--- src/rtl/bp_be_hazard_tracker.sv ---
// Issue-side hazard tracker for the backend: shadows in-flight destinations down the
// pipe and keeps per-register-file scoreboards of long-latency writes awaiting writeback.
module bp_be_hazard_tracker #(
   parameter  int depth_p          = 4,
   parameter  int num_rs_p         = 3,
   parameter  int long_max_p       = 4,
   parameter  int reg_addr_width_p = 5,
   localparam int lat_width_lp     = $clog2(depth_p + 1),
   localparam int cnt_width_lp     = $clog2(long_max_p + 1),
   localparam int num_regs_lp      = 1 << reg_addr_width_p
) (
   input  logic                                 clk_i,
   input  logic                                 reset_n_i,
   input  logic                                 issue_v_i,
   input  logic [num_rs_p*reg_addr_width_p-1:0] issue_rs_addr_i,
   input  logic [num_rs_p-1:0]                  issue_rs_v_i,
   input  logic [num_rs_p-1:0]                  issue_rs_fp_i,
   input  logic [reg_addr_width_p-1:0]          issue_rd_addr_i,
   input  logic                                 issue_rd_v_i,
   input  logic                                 issue_rd_fp_i,
   input  logic [lat_width_lp-1:0]              issue_lat_i,
   input  logic                                 busy_i,
   input  logic                                 flush_i,
   input  logic                                 clear_v_i,
   input  logic [reg_addr_width_p-1:0]          clear_rd_i,
   input  logic                                 clear_fp_i,
   output logic                                 dispatch_v_o,
   output logic                                 raw_haz_o,
   output logic                                 waw_haz_o,
   output logic                                 struct_haz_o,
   output logic [cnt_width_lp-1:0]              long_cnt_o
);

   localparam logic [lat_width_lp-1:0] long_lat_lp = lat_width_lp'(depth_p);
   localparam logic [cnt_width_lp-1:0] long_max_lp = cnt_width_lp'(long_max_p);

   typedef struct packed {
      logic [reg_addr_width_p-1:0] rd;
      logic                        fp;
      logic [lat_width_lp-1:0]     lat;
   } stage_s;

   stage_s [depth_p-1:0]        stage_q;
   logic   [depth_p-1:0]        stage_v_q;
   logic   [num_regs_lp-1:0]    sb_int_q, sb_fp_q, sb_int_n, sb_fp_n;
   logic   [cnt_width_lp-1:0]   long_cnt_q;
   logic   [reg_addr_width_p-1:0] rs_addr [num_rs_p];
   logic                        load_v, raw_any, waw_any, struct_any;
   logic                        commit_long, long_inc, long_dec;

   // Writes to integer x0 are architecturally dropped, so they are never tracked.
   assign load_v = issue_rd_v_i && (issue_rd_fp_i || (issue_rd_addr_i != '0));

   always_comb begin
      for (int k = 0; k < num_rs_p; k++)
         rs_addr[k] = issue_rs_addr_i[k*reg_addr_width_p +: reg_addr_width_p];
   end

   // NOTE: combinational blocks use '=' and give every output a default first, so no latch is inferred.
   always_comb begin
      raw_any = 1'b0;
      for (int k = 0; k < num_rs_p; k++) begin
         if (issue_rs_v_i[k] && (issue_rs_fp_i[k] || (rs_addr[k] != '0))) begin
            if (issue_rs_fp_i[k] ? sb_fp_q[rs_addr[k]] : sb_int_q[rs_addr[k]])
               raw_any = 1'b1;
            for (int i = 0; i < depth_p; i++) begin
               if (stage_v_q[i] && (stage_q[i].fp == issue_rs_fp_i[k])
                   && (stage_q[i].rd == rs_addr[k])
                   && (stage_q[i].lat > lat_width_lp'(i + 1)))
                  raw_any = 1'b1;
            end
         end
      end
   end

   always_comb begin
      waw_any = 1'b0;
      if (load_v) begin
         if (issue_rd_fp_i ? sb_fp_q[issue_rd_addr_i] : sb_int_q[issue_rd_addr_i])
            waw_any = 1'b1;
         for (int i = 0; i < depth_p; i++) begin
            if (stage_v_q[i] && (stage_q[i].lat == long_lat_lp)
                && (stage_q[i].rd == issue_rd_addr_i) && (stage_q[i].fp == issue_rd_fp_i))
               waw_any = 1'b1;
         end
      end
   end

   assign struct_any   = busy_i || ((issue_lat_i == long_lat_lp) && (long_cnt_q == long_max_lp));
   assign raw_haz_o    = issue_v_i & raw_any;
   assign waw_haz_o    = issue_v_i & waw_any;
   assign struct_haz_o = issue_v_i & struct_any;
   assign dispatch_v_o = issue_v_i & ~raw_any & ~waw_any & ~struct_any & ~flush_i;
   assign long_cnt_o   = long_cnt_q;

   assign commit_long = stage_v_q[depth_p-1] && (stage_q[depth_p-1].lat == long_lat_lp);
   assign long_inc    = commit_long;

   // A clear aimed at the register committing this cycle counts as a real retire,
   // so the pair leaves the counter untouched while the set still lands.
   always_comb begin
      sb_int_n = sb_int_q;
      sb_fp_n  = sb_fp_q;
      long_dec = 1'b0;
      if (clear_v_i) begin
         long_dec = (clear_fp_i ? sb_fp_q[clear_rd_i] : sb_int_q[clear_rd_i])
                 || (commit_long && (stage_q[depth_p-1].fp == clear_fp_i)
                                 && (stage_q[depth_p-1].rd == clear_rd_i));
         if (clear_fp_i) sb_fp_n[clear_rd_i]  = 1'b0;
         else            sb_int_n[clear_rd_i] = 1'b0;
      end
      if (commit_long) begin
         if (stage_q[depth_p-1].fp) sb_fp_n[stage_q[depth_p-1].rd]  = 1'b1;
         else                       sb_int_n[stage_q[depth_p-1].rd] = 1'b1;
      end
   end

   // NOTE: sequential state is updated only with '<=' so every flop samples pre-edge values.
   always_ff @(posedge clk_i or negedge reset_n_i) begin
      if (!reset_n_i) begin
         stage_v_q  <= '0;
         sb_int_q   <= '0;
         sb_fp_q    <= '0;
         long_cnt_q <= '0;
      end else begin
         stage_v_q[0] <= dispatch_v_o & load_v;
         for (int i = 1; i < depth_p; i++)
            stage_v_q[i] <= stage_v_q[i-1] & ~flush_i;
         sb_int_q <= sb_int_n;
         sb_fp_q  <= sb_fp_n;
         if (long_inc && !long_dec && (long_cnt_q != long_max_lp))
            long_cnt_q <= long_cnt_q + 1'b1;
         else if (long_dec && !long_inc && (long_cnt_q != '0))
            long_cnt_q <= long_cnt_q - 1'b1;
      end
   end

   // NOTE: the stage payload is not reset; it is only observed through its reset valid bit.
   always_ff @(posedge clk_i) begin
      stage_q[0] <= '{rd: issue_rd_addr_i, fp: issue_rd_fp_i, lat: issue_lat_i};
      for (int i = 1; i < depth_p; i++)
         stage_q[i] <= stage_q[i-1];
   end

   assert property (@(posedge clk_i) disable iff (!reset_n_i)
      !(long_inc && !long_dec && (long_cnt_q == long_max_lp)));
   assert property (@(posedge clk_i) disable iff (!reset_n_i)
      !(long_dec && !long_inc && (long_cnt_q == '0)));

endmodule
--- config.mk ---
export PLATFORM = sky130hd
export DESIGN_NAME = bp_be_hazard_tracker
export DESIGN_NICKNAME = d
export VERILOG_FILES = /design/src/rtl/bp_be_hazard_tracker.sv
export SDC_FILE = /design/constraint.sdc
export NUM_CORES = 1
export LEC_CHECK = 0
export CAP_MARGIN = 20
export CORE_UTILIZATION = 45
export DETAILED_ROUTE_END_ITERATION = 6
export GPL_TIMING_DRIVEN = 0
export PLACE_DENSITY = 0.69
export SYNTH_ARGS = -nofsm -noshare
export SYNTH_HDL_FRONTEND = slang
export SYNTH_SLANG_ARGS = --single-unit
--- constraint.sdc ---
create_clock -name clk_i -period 3.83 [get_ports clk_i]
set_input_delay 0.5745 -clock clk_i [delete_from_list [all_inputs] [get_ports clk_i]]
set_output_delay 0.5745 -clock clk_i [all_outputs]
set_load 0.02 [all_outputs]
# Word-level counts from Yosys, hierarchy flattened
# Index checks and enable logic that the tools add are counted.
# classes
n_eq_ne	41
order_cmp	12
n_bitwise	20
add_sub_neg	2
reduce_logical	75
muxes	64
# ops
cell	n
$mux 32	8
$eq 5x5->1	17
$and 32x32->32	2
$or 32x32->32	2
$logic_and 1x1->1	61
$bmux 1 s5	10
$mux 1	42
$lt 5x6->1 const B	6
$not 32->32	1
$reduce_bool 5->1	4
$eq 3x3->1 const B	6
$eq 1x1->1	17
$and 1x1->1	11
$demux 1 s5	2
$ge 5x1->1 const B	2
$gt 3x2->1 const B	2
$logic_or 1x1->1	6
$mux 3	2
$not 1->1	4
$add 3x1->3 const B	1
$gt 3x1->1 const B	1
$gt 3x3->1 const B	1
$ne 3x3->1 const B	1
$reduce_bool 3->1	1
other kinds (3)	4
# totals
output_inout_bits	7
input_bits	43
word_cells	230
reg_bits	107

# Longest topological paths before layout
# Gate-level depths: netlist of the first run.
# depth
word_depth	27
ltp_mapped	14
depth_no_buf	11

# Worst setup path before layout of the first run
# Ideal clock, no wire load.
# synth_path
kind	input to register
start	in clear_rd_i[0]
end	reg long_cnt_q[2], in the netlist long_cnt_o[2]
stages	13
slack_ps	627
setup_ps	83
n_path_buf	2
t_arrival_ps	3120
required_ps	3747
cell_sequence	buf_4 > buf_4 > mux2_2 > and3_1 > o211ai_1 > nand4_1 > a32o_1 > nand2_1 > nand3_1 > fa_1 > or3_1 > a2bb2oi_1 > o22ai_1
# synth_via
elab_chain_len	9
word_cells_on_any_way	16
cone_classes	1 x eq/ne; 7 x mux; 8 x reduce/logical
# synth_lines
item	line	source
start, declared	25	input logic [reg_addr_width_p-1:0] clear_rd_i,
$bmux 1 s5	106	long_dec = (clear_fp_i ? sb_fp_q[clear_rd_i] : sb_int_q[clear_rd_i])
$mux 1 (not written as such)	106	
$mux 1	106	
$logic_or 1x1->1 *	107	|| (commit_long && (stage_q[depth_p-1].fp == clear_fp_i)
$mux 1 *	105	if (clear_v_i) begin
$logic_not 1->1	131	if (long_inc && !long_dec && (long_cnt_q != long_max_lp))
$logic_and 1x1->1 (2 in series)	131	
$mux 3 / $reduce_bool 2->1 (equally long branches)	-	
end signal, assigned	132	long_cnt_q <= long_cnt_q + 1'b1;
end signal, assigned	134	long_cnt_q <= long_cnt_q - 1'b1;
end, declared	46	logic [cnt_width_lp-1:0] long_cnt_q;
# Mark *: on every way between the ends. The rest lies on a longest branch, timed or not. The select of a mux whose other input is x is not followed.
# A chain may end at the register's enable or synchronous reset.

# Final worst setup path of the first run
# layout_path
start	in issue_rs_addr_i[12]
end	out dispatch_v_o
# layout_via
elab_chain_len	14
word_cells_on_any_way	31
cone_classes	4 x eq/ne; 11 x mux; 5 x bitwise; 11 x reduce/logical
# layout_lines
item	line	source
start, declared	15	input logic [num_rs_p*reg_addr_width_p-1:0] issue_rs_addr_i,
$bmux 1 s5	64	if (issue_rs_fp_i[k] ? sb_fp_q[rs_addr[k]] : sb_int_q[rs_addr[k]])
$mux 1 (not written as such)	64	
$mux 1 (2 in series)	64	
$mux 1 (4 in series)	67	if (stage_v_q[i] && (stage_q[i].fp == issue_rs_fp_i[k])
$mux 1 *	63	if (issue_rs_v_i[k] && (issue_rs_fp_i[k] || (rs_addr[k] != '0))) begin
$not 1->1 *	93	assign dispatch_v_o = issue_v_i & ~raw_any & ~waw_any & ~struct_any & ~flush_i;
$and 1x1->1 * (4 in series)	93	
end, declared	27	output logic dispatch_v_o,
# Marks and branches as above.

==> metrics.txt, run 1 <==
RSZ-0062 raised after global routing=yes; largest net degree at the start of global routing=63; H-tree Lvls=3; Worst Skew=13.2 ps; min cycle time layout=3760 ps; worst hold path class=in -> async; wire per inst=26.7 um; CP peak stage delay=510 ps; # clock sinks=107; drt pass-1 iters=6; Mapped Nets=802; fin crit share=0.982; Fin. Hold Viols=0; Clock Tree Buf Depth=2; PwrDens=421 mW/mm2; hold bufs inserted after CTS=0; Critical Path Source=issue_rs_addr_i[12]; sequential power share=0.447; initial DRC count=921; Via density=6.92; Finished Core Util=0.526; num rows=47; Max VDD drop=0.000252 V; Switching Power=0.00129 W; syn_area_per_cell=10.4 um2; Final GP Congestion=1.03; # fillers=1512; CTS Root Cell=clkbuf_16; Die Wd=134 um; Cells after DPL=1011; Synth Flop Type=dfrtp_1; global route overflow=0; initial antenna violation count=0; Cell variety after synth=61; Setup crit end kind=output pin; Multi-input gate area=0.00506 mm2; critical path class=in -> out; DRC=0; Die ar.=0.0180 mm2; sequential fraction of the synthesis area=0.318; FF/Latch Area=0.00250 mm2; Yosys warnings=0; CP max-delay cell=clkdlybuf4s50_1; Worst-Margin Slew=857 ps; max-slew violation count=0; Die H=134 um; most frequent cells in the layout=o21ai_0 (135), dfrtp_1 (71), xor2_1 (62); Max Fclk=266 MHz; core area=0.0168 mm2; max_slew headroom=0.429; TritonCTS Buffers=9; Leak=3.19 nW; clock slew at reported path FFs=80 ps; TritonCTS clock tree=yes; number of port buffers=31; Clk pwr share=0.274; vias in the first global route=6938; max-cap viol count=0; Hold WS=54.4 ps; status=finished, final reports clean; layout cells sized above 1=0.161; Critical Path Fanout Max=10; setup violation total in the final timing report=0; Starting Density=0.467; post-route cell area=0.00884 mm2; global-route wire length before repair=41.3 mm; total power=0.00372 W; hpwl dp=19.5 mm; logic gate share of total power=0.279; worst path bufs/invs=3; critical-path cell list=clkdlybuf4s50_1 > clkbuf_4 > or2_2 > o221ai_1 > o22ai_1 > a21oi_1 > nor4_1 > a211oi_1 > nor3b_2 > and3_1 > clkdlybuf4s15_1; Placement Cell Area=0.00847 mm2; final WL=27.4 mm; Critical Path AT=3190 ps; Synth Instances=758; reg2reg start=sb_int_q[23]; EDFF count, synth=0; async set-reset flop share out of synthesis=0.664; GRT Util Overall=0.312; routed via count=7111; fin cells=1027; most common cell after layout, fill and taps aside=o21ai_0; area grow syn2layout=12.6%; post-detailed-route count of antenna-violating nets=0; Nets=846; CP required=3260 ps; Worst path top cell family by delay=buffers and inverters; Post-Synthesis Cell Area=0.00785 mm2; Pint=0.00243 W; Startpoint Class=primary input; Switching Fraction=0.346; #FFs+latches synth=107; Ports=50; clk_lat worst skew=360 ps; Antenna diodes=0
## layer usage
metal  wire length [um]  global-route usage  vias to the layer above
li1                   -                   -                     2984
met1              10400               0.409                     3472
met2              12400               0.489                      544
met3               3190              0.0601                      111
met4               1410               0.172                        0
met5                  0                   0                        -
## worst paths after layout
kind,end,slack [ps],cells past startpoint
min reg2reg,stage_q[29],350,0
min,sb_int_q[27],50,1
min in group clk_i,stage_q[29],350,0
max reg2reg,long_cnt_o[2],610,11
max,dispatch_v_o,70,11
max in group asynchronous,stage_v_q[1],3200,2
## registers in the layout, indices dropped and copies added (netlist names)
name / cells
stage_q: 36
sb_int_q: 32
sb_fp_q: 32
long_cnt_o: 3
stage_v_q: 4
## logic make-up after synthesis
group | count (synthesis) | synth area share
and+or+nand+nor | 174 | 0.124
AOI/OAI and AO/OA | 185 | 0.135
xor gates and xnor gates | 103 | 0.115
DFF | 107 | 0.318
muxes | 123 | 0.267
adders and majority gates | 1 | 0.00255
buffers and inverters | 65 | 0.0378
## per-stage QoR
step | worst slack [ps] | setup TNS, ps
finish | 67.8 | 0
global route | -16.5 | -16.5
CTS | 75.8 | 0
detailed placement | -570 | -1270
global placement | -562 | -30600
floorplan | 627 | 0
## timing repair
action	CTS	global route
setup buffers	1	0
pin swaps	2	1
gates resized for setup	24	6
endpoints found under the setup margin	3	2
## cell usage after synthesis (all sizes together) (6+ instances only)
master / count / share of area
a21oi: 6 / 0.0038
a311oi: 6 / 0.0067
buf: 36 / 0.024
clkbuf: 25 / 0.012
dfrtp: 71 / 0.23
dfxtp: 36 / 0.092
mux2: 10 / 0.014
mux2i: 47 / 0.060
mux4: 66 / 0.19
nand2: 30 / 0.014
nand3: 19 / 0.012
nand3b: 8 / 0.0076
nand4: 27 / 0.022
nor2: 19 / 0.0091
nor2b: 19 / 0.015
nor3: 9 / 0.0057
nor4: 18 / 0.014
o21ai: 135 / 0.086
xnor2: 41 / 0.046
xor2: 62 / 0.069
## power groups by stage
stage / combinational [W] / clock [W] / sequential [W]
3_3_place_gp: 0.000996 / 0 / 0.00164
3_5_place_dp: 0.00101 / 0 / 0.00165
2_1_floorplan: 0.000758 / 0 / 0.00149
6_report: 0.00104 / 0.00102 / 0.00166
4_1_cts: 0.00103 / 0.00103 / 0.00163
5_1_grt: 0.00112 / 0.00106 / 0.00166
## layout make-up
type / count / share of cell area
Multi-Input combinational cell: 586 / 0.572
Sequential cell: 107 / 0.283
Timing Repair Buffer: 34 / 0.0385
Buffer: 60 / 0.0368
Tap cell: 220 / 0.0311
Clock buffer: 10 / 0.0259
Clock inverter: 6 / 0.0110
Inverter: 4 / 0.00170
Note: power is estimated with default switching activity, not from simulation.
==> inputs of run 2 (changes only) <==
- CTS_BUF_LIST: not set -> sky130_fd_sc_hd__clkbuf_4 sky130_fd_sc_hd__clkbuf_8
- SKIP_LAST_GASP: not set -> 1
==> metrics.txt, run 2 (synthesis results as in run 1) <==
status=finished, final reports clean; Worst Reg2Reg Path Length in Cells=11 (unchanged); drt pass-1 iters=5 (-1); Die Wd=134 um (unchanged); worst hold path class=reg -> reg; RSZ-0062 raised after global routing=yes; Clk pwr share=0.228 (-0.046); most frequent cells in the layout=o21ai_0 (135), dfrtp_1 (71), xor2_1 (62); initial DRC count=906 (-1.6%); Critical Path AT=3070 ps (-120 ps); Critical Path Source=issue_rs_addr_i[12]; global-route wire length before repair=41.3 mm (about the same); largest net degree at the start of global routing=63 (unchanged); initial antenna violation count=0 (unchanged); core area=0.0168 mm2 (unchanged); Switching Fraction=0.360 (+0.0136); layout cells sized above 1=0.165 (+0.00351); Largest register FFs=36 (unchanged); CTS Root Cell=clkbuf_8; max_slew headroom=0.438 (+0.00932); min cycle time layout=3650 ps (-116 ps); setup violation total in the final timing report=0 (unchanged); Worst-Margin Slew=843 ps (-14.0 ps); GRT Util Overall=0.311 (-0.000989); Clock Tree Buf Depth=2 (unchanged); Ports=50 (unchanged); reg2reg start=sb_int_q[23]; PwrDens=399 mW/mm2 (-5.2%); wire per inst=26.6 um (-0.61%); vias in the first global route=6927 (-0.16%); critical path class=in -> out; clock slew at reported path FFs=100 ps (+20 ps); Nets=847 (+0.12%); Worst Skew=8.62 ps (-4.61 ps); Startpoint Class=primary input; # clock sinks=107 (unchanged); Max VDD drop=0.000204 V (-19%); post-detailed-route count of antenna-violating nets=0 (unchanged); TritonCTS Buffers=9 (unchanged); global route overflow=0 (unchanged); Die ar.=0.0180 mm2 (unchanged); Via density=6.93 (about the same); number of port buffers=31 (unchanged); final setup TNS=0 ps (unchanged); Max Fclk=274 MHz (+3.2%); max-cap viol count=0 (unchanged); hpwl dp=19.5 mm (unchanged); Critical Path Fanout Max=10 (unchanged); Hold Path Depth=0; fin crit share=0.952 (-0.0304); total power=0.00349 W (-6.1%); CP required=3260 ps (about the same); num rows=47 (unchanged); biggest regs=stage_q (36), sb_fp_q (32), sb_int_q (32); Starting Density=0.467 (unchanged); sequential power share=0.474 (+0.027); most common cell after layout, fill and taps aside=o21ai_0; H-tree Lvls=3 (unchanged); clk_lat worst skew=390 ps (+30 ps); Pint=0.00224 W (-8.1%); Antenna diodes=0 (unchanged); Leak=3.15 nW (-1.1%); TritonCTS clock tree=yes; area grow syn2layout=11.5%; Setup crit end kind=output pin; max-slew violation count=0 (unchanged); DRC=0 (unchanged); Switching Power=0.00126 W (-2.4%); HP Start=stage_q[20]; Finished Core Util=0.521 (-0.00491); final WL=27.3 mm (-0.51%); routed via count=7125 (+0.20%); logic gate share of total power=0.298 (+0.019); # fillers=1527 (+0.99%); Reg with most FFs=stage_q; Die H=134 um (unchanged); Fin. Hold Viols=0 (unchanged); Final GP Congestion=1.03 (unchanged)
## run 2: cell count changes in the layout (fill, tap and decap cells not counted), sizes merged
cell,previous run,this run
buf,40,39
clkbuf,35,37
dlygate4sd3,0,1
clkdlybuf4s15,1,0
## run 2: final timing paths
| path | end | slack, ps |
|---|---|---|
| worst min-delay path | stage_q[29] | 360 |
| max in group asynchronous | stage_v_q[0] | 2690 |
| min in group asynchronous | sb_int_q[17] | 570 |
| worst max-delay path | raw_haz_o | 180 |
| worst max register to register | long_cnt_o[2] | 590 |
| worst min register to register | stage_q[29] | 360 |
## run 2: metrics by stage
| step | instances | hold WS, ps | worst slack, ps | cell area [um2] |
|---|---|---|---|---|
| final | 1028 | 356 | 184 | 8760 |
| after global routing | 1028 | 363 | -3.27 | 8760 |
| after CTS | 1028 | 357 | 49.8 | 8750 |
| after detailed placement | 1011 | 338 | -570 | 8470 |
| after global placement | 1009 | 336 | -562 | 8440 |
| after floorplan | 758 | 279 | 627 | 7850 |
## run 2: timing repair
action	in CTS	in global routing
resized for setup	24	8
pin swaps	2	1
endpoints found under the setup margin	3	2
hold buffers	1	0
hold endpoints to repair	4	0
setup buffers	1	0
## run 2: power by group through the flow
stage	Combinational, W	Clock, W	Sequential, W
global route	0.00113	0.000844	0.00166
finish	0.00104	0.000798	0.00166
global placement	0.000996	0	0.00164
CTS	0.00103	0.000808	0.00163
detailed placement	0.00101	0	0.00165
floorplan	0.000758	0	0.00149
## run 2: routing by layer
| layer | global-route usage | vias up | part of all wire |
|---|---|---|---|
| met5 | 0 | - | 0 |
| li1 | - | 2987 | - |
| met3 | 0.0612 | 103 | 0.11 |
| met4 | 0.149 | 0 | 0.048 |
| met1 | 0.412 | 3528 | 0.39 |
| met2 | 0.492 | 507 | 0.46 |
## run 2: layout make-up
class	instances	area, um2	area share
tap	220	275	0.0314
clock inverter	6	97.6	0.0111
inverter	4	15.0	0.00171
clock buffer	10	131	0.0150
timing repair buffer	35	345	0.0394
sequential	107	2500	0.285
buffer	60	329	0.0376
multi-input combinational	586	5060	0.578
## run 2: worst max-delay path, cell delays in order
cell             delay (ps)
clkdlybuf4s50_1         460
clkbuf_4                230
or2_2                   320
o221ai_1                220
o22ai_2                 120
nor3_1                  230
nor4_1                   80
a211oi_1                280
nor3b_2                 120
buf_4                   150
nor2b_1                 100
clkbuf_2                180
